### config.mk
export PLATFORM = sky130hd
export DESIGN_NAME = countdown_timer
export DESIGN_NICKNAME = d
export VERILOG_FILES = /design/src/rtl/countdown_timer_pkg.sv /design/src/rtl/countdown_timer_bcd_digit.sv /design/src/rtl/countdown_timer.sv
export SDC_FILE = /design/constraint.sdc
export NUM_CORES = 1
export LEC_CHECK = 0
export CAP_MARGIN = 10
export CORE_AREA = 2 2 49 85
export DETAILED_ROUTE_END_ITERATION = 16
export DIE_AREA = 0 0 51 87
export GPL_TIMING_DRIVEN = 1
export PLACE_DENSITY = 0.74
export REMOVE_ABC_BUFFERS = 1
export SLEW_MARGIN = 20
export SYNTH_ARGS = -nofsm -noshare
export SYNTH_HDL_FRONTEND = slang
export SYNTH_SLANG_ARGS = --single-unit
### constraint.sdc
create_clock -name clkI -period 1.8 [get_ports clkI]
set_input_delay 0.18 -clock clkI [delete_from_list [all_inputs] [get_ports clkI]]
set_output_delay 0.18 -clock clkI [all_outputs]
set_load 0.1 [all_outputs]
### src/rtl/countdown_timer_pkg.sv
// Shared types for the MM:SS countdown timer: state encoding, BCD digit/byte types.
package countdown_timer_pkg;

  localparam logic [1:0] ST_IDLE  = 2'd0;
  localparam logic [1:0] ST_RUN   = 2'd1;
  localparam logic [1:0] ST_PAUSE = 2'd2;
  localparam logic [1:0] ST_DONE  = 2'd3;

  typedef enum logic [1:0] {
    IDLE  = ST_IDLE,
    RUN   = ST_RUN,
    PAUSE = ST_PAUSE,
    DONE  = ST_DONE
  } state_t;

  typedef logic [3:0] digit_t;

  typedef struct packed {
    digit_t tens;
    digit_t ones;
  } bcd_t;

  function automatic int bcdToInt(bcd_t b);
    return int'(b.tens) * 10 + int'(b.ones);
  endfunction

  function automatic logic bcdLegal(bcd_t b, digit_t tensMax);
    return (b.ones <= 4'd9) && (b.tens <= tensMax);
  endfunction

endpackage

### src/rtl/countdown_timer_bcd_digit.sv
// One decrementing BCD digit: wraps 0 -> WRAP and raises borrowO when borrowed from at zero.
module bcd_digit
  import countdown_timer_pkg::*;
#(
  parameter digit_t WRAP = 4'd9
) (
  input  digit_t digitI,
  input  logic   borrowI,
  output digit_t digitO,
  output logic   borrowO
);

  always_comb begin
    digitO  = digitI;
    borrowO = 1'b0;
    if (borrowI) begin
      if (digitI == 4'd0) begin
        digitO  = WRAP;
        borrowO = 1'b1;
      end else begin
        digitO = digitI - 4'd1;
      end
    end
  end

endmodule

### src/rtl/countdown_timer.sv
// BCD MM:SS countdown timer clocked by rising edges of the divider's tick level.
// Optional alarm square wave after expiry: define COUNTDOWN_ALARM_EN.
module countdown_timer
  import countdown_timer_pkg::*;
#(
  parameter int MAX_MIN     = 59,
  parameter int ALARM_TICKS = 10
) (
  input  logic       clkI,
  input  logic       rstI,
  input  logic       tickI,
  input  logic       clearI,
  input  logic       loadI,
  input  logic [7:0] minI,
  input  logic [7:0] secI,
  input  logic       startI,
  input  logic       pauseI,
  output logic [7:0] minO,
  output logic [7:0] secO,
  output logic [1:0] stateO,
  output logic       doneO,
  output logic       alarmO
);

  if (MAX_MIN > 99 || MAX_MIN < 0) begin : gBadMaxMin
    $error("MAX_MIN must be within 0..99");
  end
  if (ALARM_TICKS < 1) begin : gBadAlarmTicks
    $error("ALARM_TICKS must be at least 1");
  end

  state_t state, stateN;
  bcd_t   minR, secR, minN, secN;
  logic   doneR, doneN;
  logic   tickHist;

  logic [3:0][3:0] curDig, decDig;
  logic [4:0]      borrow;
  logic            tickEdge, decZero, valNz, loadAcc;

  // digit 0 = seconds ones ... digit 3 = minutes tens; seconds tens wraps to 5
  assign curDig    = {minR, secR};
  assign borrow[0] = 1'b1;

  for (genvar g = 0; g < 4; g++) begin : gDig
    bcd_digit #(.WRAP((g == 1) ? 4'd5 : 4'd9)) uDig (
      .digitI (curDig[g]),
      .borrowI(borrow[g]),
      .digitO (decDig[g]),
      .borrowO(borrow[g+1])
    );
  end

  assign tickEdge = tickI & ~tickHist;
  assign decZero  = (decDig == '0);
  assign valNz    = |curDig;
  assign loadAcc  = loadI && (state != RUN)
                 && bcdLegal(bcd_t'(secI), 4'd5) && bcdLegal(bcd_t'(minI), 4'd9)
                 && (bcdToInt(bcd_t'(minI)) <= MAX_MIN);

  always_comb begin
    stateN = state;
    minN   = minR;
    secN   = secR;
    doneN  = 1'b0;
    if (clearI) begin
      minN   = '0;
      secN   = '0;
      stateN = IDLE;
    end else if (loadAcc) begin
      minN   = bcd_t'(minI);
      secN   = bcd_t'(secI);
      stateN = IDLE;
    end else begin
      // a rejected/ignored load still outranks start and pause
      if (!loadI) begin
        if (startI) begin
          if ((state == IDLE || state == PAUSE) && valNz) stateN = RUN;
        end else if (pauseI && state == RUN) begin
          stateN = PAUSE;
        end
      end
      // the decrement lands even when pause arrives with it; expiry beats pause
      if (tickEdge && state == RUN && !borrow[4]) begin
        {minN, secN} = decDig;
        if (decZero) begin
          stateN = DONE;
          doneN  = 1'b1;
        end
      end
    end
  end

  always_ff @(posedge clkI or posedge rstI) begin
    if (rstI) begin
      state    <= IDLE;
      minR     <= '0;
      secR     <= '0;
      doneR    <= 1'b0;
      tickHist <= 1'b1;
    end else begin
      state    <= stateN;
      minR     <= minN;
      secR     <= secN;
      doneR    <= doneN;
      tickHist <= tickI;
    end
  end

  assign minO   = minR;
  assign secO   = secR;
  assign stateO = state;
  assign doneO  = doneR;

`ifdef COUNTDOWN_ALARM_EN
  localparam int CNT_W = $clog2(ALARM_TICKS + 1);

  logic             alarmR, alarmN, alarmClr, doneEdge;
  logic [CNT_W-1:0] alarmCnt, cntN;

  assign alarmClr = clearI | loadAcc;
  assign doneEdge = tickEdge && (state == DONE);

  always_comb begin
    alarmN = alarmR;
    cntN   = alarmCnt;
    if (alarmClr) begin
      alarmN = 1'b0;
      cntN   = '0;
    end else if (doneN) begin
      alarmN = 1'b1;
      cntN   = CNT_W'(ALARM_TICKS);
    end else if (doneEdge && alarmCnt != '0) begin
      cntN   = alarmCnt - 1'b1;
      alarmN = (alarmCnt == CNT_W'(1)) ? 1'b0 : ~alarmR;
    end
  end

  always_ff @(posedge clkI or posedge rstI) begin
    if (rstI) begin
      alarmR   <= 1'b0;
      alarmCnt <= '0;
    end else begin
      alarmR   <= alarmN;
      alarmCnt <= cntN;
    end
  end

  assign alarmO = alarmR;
`else
  assign alarmO = 1'b0;
`endif

endmodule

Word level (Yosys, flattened, before mapping)
Index checks and enable logic that the tools add are counted.
{ "op_classes": {"reduce_logical": 20, "n_bitwise": 2, "n_mul": 1, "n_eq_ne": 3, "n_addsub": 5, "magnitude_cmp": 5, "muxes": 32} }
{ "ops": {"columns": ["op", "count"], "rows": [
  ["two-way mux 8 bit", 6],
  ["two-way mux 4 bit", 7],
  ["logical NOT 16 bit", 1],
  ["logical NOT 4 bit", 4],
  ["two-way mux 2 bit", 8],
  ["OR reduction 16 bit", 1],
  ["subtractor 4 x 1 -> 4 bit (second input constant)", 4],
  ["less-or-equal comparator 4 bit (second input constant)", 3],
  ["two-way mux 1 bit", 11],
  ["logical AND 1 bit", 10],
  ["adder 8 x 4 -> 9 bit", 1],
  ["less-or-equal comparator 9 x 6 -> 1 bit (second input constant)", 1],
  ["multiplier 4 x 3 -> 7 bit (second input constant)", 1],
  ["less-or-equal comparator 4 x 3 -> 1 bit (second input constant)", 1],
  ["nonzero test 3 bit", 1],
  ["== test 2 x 1 -> 1 bit (second input constant)", 1],
  ["== test 2 bit (second input constant)", 1],
  ["logical NOT 2 bit", 1],
  ["inequality test 2 x 1 -> 1 bit (second input constant)", 1],
  ["bitwise AND 1 bit", 1],
  ["logical NOT 1 bit", 1],
  ["logical OR 1 bit", 1],
  ["NOT 1 bit", 1]
]} }
{ "word_totals": {"wordCells": 75, "reg_bits": 20, "in_bits": 23} }

Logic depth before layout (Yosys ltp)
{ "depth": {"ltp_word": 10, "mapped_depth": 10} }

Hierarchy
From an unflattened synthesis, not the netlist that was laid out.
{ "hier_totals": {"cells_unflattened": 194, "area_unflattened_um2": 1783.0} }
{ "by_module_without_submodules": {"columns": ["mod", "cells_each", "seq_area_each_um2", "instances", "area_per_inst_um2"], "rows": [
  ["countdown_timer", 152, 501.7, 1, 1487.7],
  ["bcd_digit at gDig[0].uDig ...", 11, 0.0, 3, 78.8],
  ["bcd_digit at gDig[1].uDig", 9, 0.0, 1, 58.8]
]} }

Least setup slack after synthesis
OpenSTA, ideal clock, no wires.
{ "synth_timing": {"kind": "input-to-reg", "start": "input port minI[5]", "end": "register minR (netlist bit minO[4])", "setup_slack_ns": -0.854, "setup_ns": 0.133, "n_path_buf": 1, "stages": 9, "required_ns": 1.667, "arrival_ns": 2.521, "cell_sequence": "ha_1 ha_1 fa_1 nand2_1 or4_4 o211a_4 buf_6 o41ai_1 a21oi_1"} }
{ "synth_via": {"elab_chain_len": 6, "elab_cells_between_ends": 10} }
{ "synth_lines": {"columns": ["element", "line_no", "source"], "rows": [
  ["start: declaration", "countdown_timer.sv:14", "input logic [7:0] minI,"],
  ["multiplier 4 x 3 -> 7 bit / less-or-equal comparator 4 bit (equally long branches)", "countdown_timer_pkg.sv:24, countdown_timer_pkg.sv:28", null],
  ["adder 8 x 4 -> 9 bit / logical AND 1 bit (equally long branches)", "countdown_timer_pkg.sv:24, countdown_timer_pkg.sv:28", null],
  ["less-or-equal comparator 9 x 6 -> 1 bit / logical AND 1 bit (equally long branches)", "countdown_timer.sv:59, countdown_timer.sv:58", null],
  ["logical AND 1 bit *", "countdown_timer.sv:59", "&& (bcdToInt(bcd_t'(minI)) <= MAX_MIN);"],
  ["two-way mux 8 bit", "countdown_timer.sv:70", "end else if (loadAcc) begin"],
  ["two-way mux 8 bit", "countdown_timer.sv:66", "if (clearI) begin"],
  ["end signal: assignment", "countdown_timer.sv:103", "minR <= minN;"],
  ["end: declaration", "countdown_timer.sv:33", "bcd_t minR, secR, minN, secN;"]
]} }
Every way passes the cells marked *; elsewhere a longest branch is shown, timed or not.
A chain may end at the register's enable or synchronous reset.

Worst setup path in the final report
{ "layout_timing": {"start": "input port minI[7]", "end": "register secR (netlist bit secO[3])"} }
{ "layout_via": {"elab_chain_len": 6, "elab_cells_between_ends": 10} }
{ "layout_lines": {"columns": ["element", "line_no", "source"], "rows": [
  ["multiplier 4 x 3 -> 7 bit / less-or-equal comparator 4 bit (equally long branches)", "countdown_timer_pkg.sv:24, countdown_timer_pkg.sv:28", null],
  ["adder 8 x 4 -> 9 bit / logical AND 1 bit (equally long branches)", "countdown_timer_pkg.sv:24, countdown_timer_pkg.sv:28", null],
  ["less-or-equal comparator 9 x 6 -> 1 bit / logical AND 1 bit (equally long branches)", "countdown_timer.sv:59, countdown_timer.sv:58", null],
  ["logical AND 1 bit *", "countdown_timer.sv:59", null],
  ["two-way mux 8 bit", "countdown_timer.sv:70", null],
  ["two-way mux 8 bit", "countdown_timer.sv:66", null],
  ["end signal: assignment", "countdown_timer.sv:104", "secR <= secN;"],
  ["end: declaration", "countdown_timer.sv:33", null]
]} }
Marked as above.

==> impl_metrics.yaml <==
outcome:
  status: "finished with violations"
  violations: "negative setup slack"
place:
  gp_congestion: 0.879
  hpwl_um: 4360
  io_buffers: 41
  dpl_cell_area_um2: 2580
clock_tree:
  clkLatencyLatePin_ns: 0.26
  clock-root-buffer: "clkbuf_8"
  cts.clk_slew.worst_paths_ns: 0.08
  clock_path_buffers: 2
  cts_tree: "built"
  cts_made_buffers: 3
  cts_hold_buf: 0
  cts_sinks: 20
  cts-htree-levels: 1
sta:
  hold_violations: 0
  min_period_ns: 2.54
  tightest_slew_ns: 0.568
  drv_slew: 0
  finalCritPeriodShare_pct: 141
  max_slew_margin_pct: 61.8
  fin_ws_ns: -0.736
  fmax_mhz: 394
  setup_viol: 19
  skew_ns: 0.00353
  grt_setup_unrepaired: "yes"
global_routing:
  antenna_found_initial: 0
  grt_usage_pct: 35.2
  grt_pass1_vias: 2317
  gr-total-overflow: 0
  grt_max_degree: 21
  grt_pass1_wl_um: 11600
logic_synthesis:
  yosysWarnings: 0
  synth_ff_type: "dfrtp_1"
  syn_area_per_cell_um2: 9.34
  ys_async_sr_fraction_pct: 100
  synth_cell_type_count: 47
  ys_seq_area_share_pct: 31.6
  synthCells: 170
  ys_ff_latch: 20
  synth_edf_count: 0
  syn_area_um2: 1590
drt:
  dr.first_iter.drc_count: 118
  num_vias: 2172
  antenna_left: 0
  routed_wirelength_um: 7820
  vias_per_cell: 6.56
  wl_per_cell_um: 23.6
  drt-pass1-iter-count: 4
  drc_errors: 0
setup_path:
  slowest_stage: "fa_2"
  crit_required_ns: 1.97
  cp_common_cell: "ha_4"
  timing_worst_setup_path_type: "in -> reg"
  critPathTopFamily: "adder cells"
  cp_cell_sequence: "buf_8, ha_4, ha_4, fa_2, nand2_2, or4_4, o211ai_4, nand3_4, buf_12, a311oi_2"
  slowest_delay_ns: 0.58
  critPathCaptureType: "flip-flop"
  start_kind: "input port"
  path_buf_inv: 2
  arrival_ns: 2.71
  crit_fanout: 7
floorplanning:
  initial_core_util_pct: 41.9
  die_area_um2: 4440
  die_w_um: 51
  pin_count: 43
  core_area_um2: 3790
  die_y_um: 87
  num_rows: 30
layout:
  fillers: 194
  area_growth_pct: 98.8
  diodes: 0
  fin_area_um2: 3160
  layout-drive-gt1-share_pct: 55.8
  nets: 316
power:
  p_leak_nw: 1.30
  peakVddDrop_uv: 491
  powerDensity_nw_per_um2: 518
  total_power_w: 0.00164
job:
  maxCapViolCount: 0
hold_path:
  hold_class: "in -> async"
## registers in the layout, summed over array words and instances, names as in the netlist
register and count:
minO 8, secO 8, stateO 2, doneO 1, tickHist 1
## worst register-to-register path: stages (launching register included)
cell and delay (ns):
dfrtp_1 0.41, nor4_1 0.51, nand4_1 0.38, or4b_1 0.62, a311oi_2 0.32
## layout by cell type, fill, tap and decap left out, drive strengths merged, types with 4 or more instances in the layout
| cell | count |
|---|---|
| a311oi | 9 |
| or4 | 5 |
| buf | 99 |
| clkdlybuf4s50 | 16 |
| o21ai | 8 |
| nand3 | 4 |
| nor3 | 8 |
| nor2 | 8 |
| nand2 | 9 |
| clkbuf | 4 |
| a21oi | 7 |
| a211oi | 8 |
| ha | 7 |
| dfrtp | 19 |
| inv | 4 |
| nor4 | 19 |
| or3 | 4 |
| xnor2 | 5 |
## power breakdown
group | internal (W) | leakage, nW | switching, W
Sequential | 0.000462 | 0.275 | 0.0000109
Clock | 0.000158 | 0.0228 | 0.000158
Combinational | 0.000360 | 1.00 | 0.000487
## cells by family (layout without fill, tap and decap cells)
family          after synthesis  after routing  synth area share, %
compound gates               48             49                 22.7
xor+xnor                      5              5                 2.76
fa+ha+maj                     9              9                 8.04
buf+inv                      13            125                 4.65
flops                        20             20                 31.6
mux                           3              3                 1.89
other cells                   1              1                0.236
simple gates                 71             71                 28.1
## metrics by stage
step	setup TNS, ns	hold WS (ns)	setup WS, ns	cells	utilization (%)
5_1_grt	-13.12	0.297	-0.757	331	83.3
3_3_place_gp	-23.64	0.528	-1.31	321	68.2
2_1_floorplan	-14.23	0.143	-0.794	161	-
6_report	-12.41	0.244	-0.736	331	83.3
3_5_place_dp	-25.65	0.532	-1.44	321	68.2
4_1_cts	-11.65	0.260	-0.682	329	78.6
## final timing paths
kind	from	endpoint	slack [ns]	cells past startpoint
worst max-delay path	minI[7]	secO[3]	-0.74	10
worst min-delay path	rstI	minO[1]	0.24	3
worst max register to register	secO[5]	minO[2]	-0.54	4
worst min register to register	minO[5]	minO[5]	0.75	3
max in group asynchronous	rstI	tickHist	1.28	3
min in group clkI	minI[7]	minO[7]	0.38	3
## cells in the mapped netlist (3+ instances only)
library cell  count  area share (%)
a211oi_1          8             3.8
a21oi_1           7             2.2
a311oi_1          9             5.0
dfrtp_1          19              30
ha_1              7             5.5
inv_1             4            0.95
mux2i_1           3             1.9
nand2_1           9             2.1
nand3_1           3            0.95
nand4_1           3             1.2
nor2_1            8             1.9
nor3_1            7             2.2
nor4_1           18             7.1
o21ai_0           8             2.5
o31a_1            3             1.7
o31ai_1           3             1.4
o41ai_1           3             1.7
or3_1             4             1.6
or4_1             4             1.9
xnor2_1           5             2.8
## final cells by class
cell class                 instances  area (um2)  area share (%)
sequential                        20         502            15.9
clock buffer                       4        45.0            1.43
multi-input combinational        138        1450            45.9
inverter                           4        15.0           0.476
tap                               48        60.1            1.90
timing repair buffer             117        1090            34.4
## timing repair
item	CTS	global route
setup buffers	2	5
resized for setup	72	26
gates cloned	2	0
pin swaps	15	20
endpoints found under the setup margin	19	19
## routing by layer
layer | global-route usage (%) | wire [um] | up-vias
met5 | 0 | 0 | -
met4 | 21.6 | 667 | 0
met3 | 4.12 | 479 | 60
met2 | 66.0 | 4180 | 153
met1 | 35.4 | 2490 | 1037
li1 | - | - | 922
No activity file was read; power rests on OpenSTA's default activity.
